--- config.mk ---
export PLATFORM = sky130hd
export DESIGN_NAME = pwm_regbank_flat
export DESIGN_NICKNAME = d
export VERILOG_FILES = /design/src/rtl/pwm_regs_pkg.sv /design/src/rtl/pwm_regbank_if.sv /design/src/rtl/pwm_shadow_reg.sv /design/src/rtl/pwm_regbank.sv /design/src/flat_wrapper.sv
export SDC_FILE = /design/constraint.sdc
export NUM_CORES = 1
export LEC_CHECK = 0
export ABC_AREA = 1
export BUFFER_PORTS_ARGS = -buffer_cell sky130_fd_sc_hd__buf_2
export CORE_ASPECT_RATIO = 1.2
export CORE_MARGIN = 8
export CORE_UTILIZATION = 45
export CTS_CLUSTER_DIAMETER = 50
export DETAILED_ROUTE_END_ITERATION = 8
export GPL_ROUTABILITY_DRIVEN = 0
export PLACE_DENSITY = 0.65
export SKIP_CTS_REPAIR_TIMING = 1
export SLEW_MARGIN = 15
export SYNTH_ARGS = -nofsm -noshare
export SYNTH_HDL_FRONTEND = slang
export SYNTH_SLANG_ARGS = --single-unit
--- constraint.sdc ---
create_clock -name clk -period 1.9 [get_ports clk]
set_clock_uncertainty 0.2 [all_clocks]
set_input_delay 0.095 -clock clk [delete_from_list [all_inputs] [get_ports clk]]
set_output_delay 0.095 -clock clk [all_outputs]
set_load 0.05 [all_outputs]
--- src/rtl/pwm_regs_pkg.sv ---
// PWM register bank: address map, bit indices and byte-select helper.
// Shared by the bank top, its interface users and the testbench.
package pwm_regs_pkg;

  localparam logic [7:0] A_PERIOD   = 8'h00;
  localparam logic [7:0] A_CTRL     = 8'h04;
  localparam logic [7:0] A_PRESCALE = 8'h05;
  localparam logic [7:0] A_CMD      = 8'h06;
  localparam logic [7:0] A_STATUS   = 8'h07;
  localparam logic [7:0] A_CNT      = 8'h08;
  localparam logic [7:0] A_IRQF     = 8'h0C;
  localparam logic [7:0] A_IRQE     = 8'h0D;

  localparam logic [7:0] CH_BASE     = 8'h10;
  localparam logic [7:0] CH_STRIDE   = 8'h10;
  localparam logic [3:0] CH_CMP2_OFS = 4'd4;
  localparam logic [3:0] CH_FUNC_OFS = 4'd8;

  localparam int CTRL_EN    = 0;
  localparam int CTRL_UPDN  = 1;
  localparam int CTRL_PWMEN = 2;
  localparam int CMD_CRST   = 0;
  localparam int CMD_FUPD   = 1;
  localparam int IRQ_OVF    = 0;
  localparam int IRQ_UPD    = 1;

  // Bytes beyond the field width read as zero.
  function automatic logic [7:0] sel_byte(
    input logic [31:0] v,
    input logic [1:0]  i,
    input int          nb
  );
    if (int'(i) >= nb) return 8'h00;
    return v[8*i +: 8];
  endfunction

endpackage

--- src/rtl/pwm_regbank_if.sv ---
// Byte-wide register bus between the decoder and the PWM register bank.
// The decoder is the master; the bank answers reads combinationally.
interface pwm_regbank_if;
  logic       read;
  logic       write;
  logic [7:0] addr;
  logic [7:0] data_write;
  logic [7:0] data_read;

  modport master (
    output read, write, addr, data_write,
    input  data_read
  );

  modport slave (
    input  read, write, addr, data_write,
    output data_read
  );
endinterface

--- src/rtl/pwm_shadow_reg.sv ---
// Byte-writable staging register with an active copy loaded on promote.
// Promotion samples staging before any same-edge byte write lands.
module pwm_shadow_reg #(
  parameter int W = 16
) (
  input  logic           clk,
  input  logic           rst_n,
  input  logic [W/8-1:0] we,
  input  logic [7:0]     wdata,
  input  logic           promote,
  output logic [W-1:0]   stage,
  output logic [W-1:0]   active
);

  always_ff @(posedge clk or negedge rst_n) begin
    if (!rst_n) begin
      stage  <= '0;
      active <= '0;
    end else begin
      for (int b = 0; b < W/8; b++)
        if (we[b]) stage[b*8 +: 8] <= wdata;
      if (promote) active <= stage;
    end
  end

endmodule

--- src/rtl/pwm_regbank.sv ---
// PWM register bank: double-buffered timing registers, control,
// command pulses, status and W1C interrupt flags.
module pwm_regbank
  import pwm_regs_pkg::*;
#(
  parameter int NCH = 4,
  parameter int CW  = 16
) (
  input  logic              clk,
  input  logic              rst_n,
  pwm_regbank_if.slave      bus,
  input  logic [CW-1:0]     counter_val,
  input  logic              update_evt,
  input  logic              ovf_evt,
  output logic [CW-1:0]     period,
  output logic              en,
  output logic              upnotdown,
  output logic [7:0]        prescale,
  output logic              count_reset,
  output logic              pwm_en,
  output logic [NCH*CW-1:0] compare1,
  output logic [NCH*CW-1:0] compare2,
  output logic [NCH*8-1:0]  functions,
  output logic              irq
);

  localparam int NB = CW/8;

  logic          wr_ctrl, wr_pre, wr_cmd;
  logic          wr_irqf, wr_irqe;
  logic          force_upd, promote;
  logic          pending, stage_wr;
  logic [1:0]    flags, irq_en;
  logic [NB-1:0] per_we;
  logic [CW-1:0] per_stage;
  logic [3:0]    ofs;
  logic [NCH-1:0] chsel, fn_we;
  logic [NB-1:0] c1_we [NCH];
  logic [NB-1:0] c2_we [NCH];
  logic [CW-1:0] c1_stage [NCH];
  logic [CW-1:0] c2_stage [NCH];
  logic [7:0]    fn_stage [NCH];
  logic [7:0]    ch_rd;
  logic [7:0]    rdata;

  assign wr_ctrl = bus.write && bus.addr == A_CTRL;
  assign wr_pre  = bus.write && bus.addr == A_PRESCALE;
  assign wr_cmd  = bus.write && bus.addr == A_CMD;
  assign wr_irqf = bus.write && bus.addr == A_IRQF;
  assign wr_irqe = bus.write && bus.addr == A_IRQE;
  assign ofs     = bus.addr[3:0];

  assign force_upd = wr_cmd && bus.data_write[CMD_FUPD];
  assign promote   = force_upd
                   | (pending & (update_evt | ~en));

  always_comb begin
    per_we   = '0;
    chsel    = '0;
    fn_we    = '0;
    stage_wr = 1'b0;
    for (int b = 0; b < NB; b++)
      per_we[b] = bus.write
        && bus.addr == A_PERIOD + 8'(b);
    for (int c = 0; c < NCH; c++) begin
      chsel[c] = bus.addr[7:4] == 4'(c + 1);
      c1_we[c] = '0;
      c2_we[c] = '0;
      for (int b = 0; b < NB; b++) begin
        c1_we[c][b] = bus.write && chsel[c]
          && ofs == 4'(b);
        c2_we[c][b] = bus.write && chsel[c]
          && ofs == CH_CMP2_OFS + 4'(b);
      end
      fn_we[c] = bus.write && chsel[c]
        && ofs == CH_FUNC_OFS;
      stage_wr = stage_wr | (|c1_we[c])
        | (|c2_we[c]) | fn_we[c];
    end
    stage_wr = stage_wr | (|per_we);
  end

  pwm_shadow_reg #(.W(CW)) u_period (
    .clk     (clk),
    .rst_n   (rst_n),
    .we      (per_we),
    .wdata   (bus.data_write),
    .promote (promote),
    .stage   (per_stage),
    .active  (period)
  );

  for (genvar c = 0; c < NCH; c++) begin : g_ch
    pwm_shadow_reg #(.W(CW)) u_cmp1 (
      .clk     (clk),
      .rst_n   (rst_n),
      .we      (c1_we[c]),
      .wdata   (bus.data_write),
      .promote (promote),
      .stage   (c1_stage[c]),
      .active  (compare1[c*CW +: CW])
    );
    pwm_shadow_reg #(.W(CW)) u_cmp2 (
      .clk     (clk),
      .rst_n   (rst_n),
      .we      (c2_we[c]),
      .wdata   (bus.data_write),
      .promote (promote),
      .stage   (c2_stage[c]),
      .active  (compare2[c*CW +: CW])
    );
    pwm_shadow_reg #(.W(8)) u_func (
      .clk     (clk),
      .rst_n   (rst_n),
      .we      (fn_we[c]),
      .wdata   (bus.data_write),
      .promote (promote),
      .stage   (fn_stage[c]),
      .active  (functions[c*8 +: 8])
    );
  end

  always_ff @(posedge clk or negedge rst_n) begin
    if (!rst_n) begin
      en          <= 1'b0;
      upnotdown   <= 1'b0;
      pwm_en      <= 1'b0;
      prescale    <= '0;
      irq_en      <= '0;
      flags       <= '0;
      pending     <= 1'b0;
      count_reset <= 1'b0;
      irq         <= 1'b0;
    end else begin
      if (wr_ctrl) begin
        en        <= bus.data_write[CTRL_EN];
        upnotdown <= bus.data_write[CTRL_UPDN];
        pwm_en    <= bus.data_write[CTRL_PWMEN];
      end
      if (wr_pre)  prescale <= bus.data_write;
      if (wr_irqe) irq_en   <= bus.data_write[1:0];
      count_reset <= wr_cmd && bus.data_write[CMD_CRST];
      pending     <= stage_wr | (pending & ~promote);
      // Event set wins over a same-edge W1C clear.
      flags[IRQ_OVF] <= ovf_evt | (flags[IRQ_OVF]
        & ~(wr_irqf & bus.data_write[IRQ_OVF]));
      flags[IRQ_UPD] <= promote | (flags[IRQ_UPD]
        & ~(wr_irqf & bus.data_write[IRQ_UPD]));
      irq <= |(flags & irq_en);
    end
  end

  always_comb begin
    ch_rd = '0;
    for (int c = 0; c < NCH; c++) begin
      if (chsel[c]) begin
        if (ofs < CH_CMP2_OFS)
          ch_rd = sel_byte(32'(c1_stage[c]), ofs[1:0], NB);
        else if (ofs < CH_FUNC_OFS)
          ch_rd = sel_byte(32'(c2_stage[c]), ofs[1:0], NB);
        else if (ofs == CH_FUNC_OFS)
          ch_rd = fn_stage[c];
      end
    end
  end

  always_comb begin
    rdata = '0;
    unique case (1'b1)
      bus.addr[7:2] == A_PERIOD[7:2]:
        rdata = sel_byte(32'(per_stage), bus.addr[1:0], NB);
      bus.addr == A_CTRL:
        rdata = {5'b0, pwm_en, upnotdown, en};
      bus.addr == A_PRESCALE:
        rdata = prescale;
      bus.addr == A_STATUS:
        rdata = {7'b0, pending};
      bus.addr[7:2] == A_CNT[7:2]:
        rdata = sel_byte(32'(counter_val), bus.addr[1:0], NB);
      bus.addr == A_IRQF:
        rdata = {6'b0, flags};
      bus.addr == A_IRQE:
        rdata = {6'b0, irq_en};
      |chsel:
        rdata = ch_rd;
      default:
        rdata = '0;
    endcase
  end

  assign bus.data_read = bus.read ? rdata : 8'h00;

endmodule

--- src/flat_wrapper.sv ---
// flat-port wrapper written by rule: the top's interface ports become plain ports
module pwm_regbank_flat import pwm_regs_pkg::*;
#(
  parameter int NCH = 4,
  parameter int CW  = 16
)
  (clk, rst_n, counter_val, update_evt, ovf_evt, period, en, upnotdown, prescale, count_reset, pwm_en, compare1, compare2, functions, irq, bus_read, bus_write, bus_addr, bus_data_write, bus_data_read);
  pwm_regbank_if bus_i ();
  input  logic clk;
  input  logic rst_n;
  input  logic [CW-1:0] counter_val;
  input  logic update_evt;
  input  logic ovf_evt;
  output logic [CW-1:0] period;
  output logic en;
  output logic upnotdown;
  output logic [7:0] prescale;
  output logic count_reset;
  output logic pwm_en;
  output logic [NCH*CW-1:0] compare1;
  output logic [NCH*CW-1:0] compare2;
  output logic [NCH*8-1:0] functions;
  output logic irq;
  input wire logic [$bits(bus_i.read)-1:0] bus_read;
  input wire logic [$bits(bus_i.write)-1:0] bus_write;
  input wire logic [$bits(bus_i.addr)-1:0] bus_addr;
  input wire logic [$bits(bus_i.data_write)-1:0] bus_data_write;
  output wire logic [$bits(bus_i.data_read)-1:0] bus_data_read;
  assign bus_i.read = bus_read;
  assign bus_i.write = bus_write;
  assign bus_i.addr = bus_addr;
  assign bus_i.data_write = bus_data_write;
  assign bus_data_read = bus_i.data_read;
  pwm_regbank #(.NCH(NCH), .CW(CW)) u_core (.clk(clk), .rst_n(rst_n), .bus(bus_i), .counter_val(counter_val), .update_evt(update_evt), .ovf_evt(ovf_evt), .period(period), .en(en), .upnotdown(upnotdown), .prescale(prescale), .count_reset(count_reset), .pwm_en(pwm_en), .compare1(compare1), .compare2(compare2), .functions(functions), .irq(irq));
endmodule
==> key figures <==
Clocking
  – Htree depth: 2
  – CTS max path bufs: 3
  – CTS root buf: clkbuf_16
  – Clock transition at the registers of the reported paths: 0.06 ns
  – Num Clock Sinks: 370
  – Num CTS Buffers: 39
  – Latest clock arrival within the worst-skew pair: 0.54 ns
  – TritonCTS clock tree: yes

STA
  – RSZ-0062 raised after global routing: true
  – PnR worst setup slack: -0.284 ns
  – FMAX: 458 MHz
  – Final setup fails: 8
  – Slew @ Worst Pin: 0.634 ns
  – Final Hold Fails: 0
  – Setup TNS: -1.92 ns
  – Worst rel slew slack: 57.7%
  – Min Hold Slack: 0.0398 ns
  – Fin crit period: 2.18 ns
  – Max-slew violation count: 0
  – Tcrit/Tclk final: 115%

Placement
  – Placed Cells: 2607
  – Dpl hpwl: 39.0 mm
  – I/O Buffers: 234

Finish
  – P&R area growth vs syn: 30.2%
  – Most common cell after layout, fill and taps aside: nand2_1
  – Layout Nets: 2291
  – Fillers: 3129
  – Most frequent cells in the layout: nand2_1 (600), dfrtp_1 (365), buf_2 (225), nand3_1 (216), nor2_1 (150)
  – Final std cells w/o fill: 2752
  – Share of cells above drive strength 1: 25.9%
  – Fin util: 58.9%

Critical path
  – Worst endpoint required time: 1.60 ns
  – Cell mode on critical path: nand3_1
  – Worst Path Max Fanout: 3
  – CP Capture Type: output port
  – Setup Crit Path Kind: reg -> out
  – Crit-path cells: nand2_1 -> nand3_1 -> nand4_1 -> nand3_1 -> nor2_1 -> buf_4 -> nor2_4 -> buf_6
  – Worst path slowest cell: dfrtp_1
  – Startpoint types: flip-flop
  – WP data arrival: 1.89 ns
  – Crit-path max cell delay: 0.39 ns

Yosys
  – Sequential fraction of the synthesis area: 57.6%
  – Number of synthesized flops with an enable pin: 0
  – Gate Count Post-Synth: 1903
  – Dominant cells by area after synthesis: dfrtp_1 (58%), nand2_1 (14%), nand3_1 (7.3%), o21ai_0 (4.1%), a21oi_1 (4.0%)
  – Post-synth top area cell: dfrtp_1
  – Syn_area_per_cell: 8.44 sq um
  – Warning count from the yosys run: 0
  – Mapped Area: 0.0161 sq mm
  – Async set or reset register ratio after synthesis: 100%
  – Mapped Nets: 1941
  – Top FF cell, synth: dfrtp_1
  – Yosys cell types: 30
  – Synth top area share: 57.6%
  – Flops & latches, synth: 370

Floorplanning
  – IO Pins: 235
  – Die Wd: 189 um
  – Die ar.: 0.0420 sq mm
  – Core area: 0.0356 sq mm
  – FP Rows: 76
  – Die Y-Extent: 223 um
  – Initial Utilization: 45.2%

Run status
  – Status: finished, violations left
  – Failing checks: negative setup slack

Route
  – Via count: 14835
  – Post-route ant nets: 0
  – Final WL: 54.1 mm
  – Drt wl/cell: 19.7 um
  – Vias per Instance: 5.39
  – DRT Pass-1 Iters: 5
  – DR DRC count: 0
  – Drt first-iter violations: 1428

GRT
  – First-pass GRT wire length: 83.0 mm
  – Gr ovfl total: 0
  – Vias in the first global route: 14365
  – Largest net degree at the start of global routing: 83
  – Initial antenna violation count: 2
  – Total GRT Usage: 24.9%

Pwr
  – Max VDD drop: 1.02 mV
  – Cell Pwr Density: 1230 mW/mm^2
  – Pleak: 0.0108 uW

Flow run
  – Max Cap Viol: 0

Worst hold path
  – Worst Hold Class: in -> reg
==> final cells by class <==
cell class                      count  area [sq um]  area share, %
Clock buffer                       60          1180           5.63
Sequential cell                   370          9270           44.3
Inverter                           64           240           1.15
Antenna cell                        2          5.00         0.0239
Tap cell                          468           586           2.80
Timing Repair Buffer              429          3200           15.3
Multi-Input combinational cell   1349          6300           30.1
Clock inverter                     10           158          0.753
==> report_power, final <==
group	switching, uW	internal [uW]
sequential	839	9140
clock	3150	4720
combinational	5980	1870
total	9970	15700
==> layer usage <==
layer	GRT usage, %	share of wire, %	vias up
met1	31.3	40	7162
li1	-	-	6913
met2	41.4	49	623
met3	4.06	6.2	137
met4	11.6	4.4	0
met5	0	0	-
==> kinds of logic (layout without fill, tap and decap cells) <==
group	count (synthesis)	count (layout)	synth area share, %
AND/OR/NAND/NOR	1077	1077	28.7
buffers and inverters	184	563	5.12
flip-flops	370	370	57.6
AO/OA/AOI/OAI	272	272	8.58
other	0	2	0
==> worst max-delay path, delay by kind of cell (launching register included) <==
kind	cells	cell delay, ns
buf+inv	2	0.32
simple gates	6	0.66
flops	1	0.39
==> metrics by stage <==
step	power [uW]	cell area (sq um)	setup slack [ns]
after global placement	17700	18700	-0.373
after detailed placement	17800	18700	-0.366
after floorplan	15400	16100	-0.0470
after CTS	25700	20000	-0.443
final	25700	20900	-0.284
after global routing	26800	20900	-0.350
==> worst paths after layout <==
kind	slack, ns	depth (start not counted)	from	end
setup / recovery	-0.28	8	u_core.g_ch[1].u_cmp1.stage[1]	bus_data_read[1]
hold / removal	0.04	7	bus_addr[1]	u_core.pending
setup reg to reg	0.21	6	u_core.en	u_core.g_ch[2].u_cmp2.active[11]
hold reg to reg	0.29	2	u_core.g_ch[0].u_func.stage[3]	u_core.g_ch[0].u_func.stage[3]
max in group asynchronous	0.37	4	rst_n	u_core.g_ch[0].u_cmp2.stage[0]
min in group asynchronous	0.42	3	rst_n	u_core.g_ch[0].u_cmp2.active[10]
==> synth_stat cells, types with 5 or more instances <==
cell type,count
nor2_1,170
nand3_1,236
nor2_4,9
inv_2,12
nand2_1,602
dfrtp_1,370
nor2_2,10
inv_1,51
nand4_1,30
buf_1,5
a21oi_1,130
o21ai_0,133
clkbuf_1,55
nand2_2,7
buf_4,20
buf_2,39
==> flip-flops by register name, summed over array words and instances, names as in the netlist, 2 cells and up <==
signal	count
u_core.u_period.active	16
u_core.g_ch.u_cmp2.active	64
u_core.prescale	8
u_core.g_ch.u_func.active	32
u_core.g_ch.u_cmp1.active	64
u_core.g_ch.u_cmp2.stage	64
u_core.irq_en	2
u_core.g_ch.u_func.stage	32
u_core.g_ch.u_cmp1.stage	64
u_core.flags	2
u_core.u_period.stage	16
Note: power is estimated with default switching activity, not from simulation.
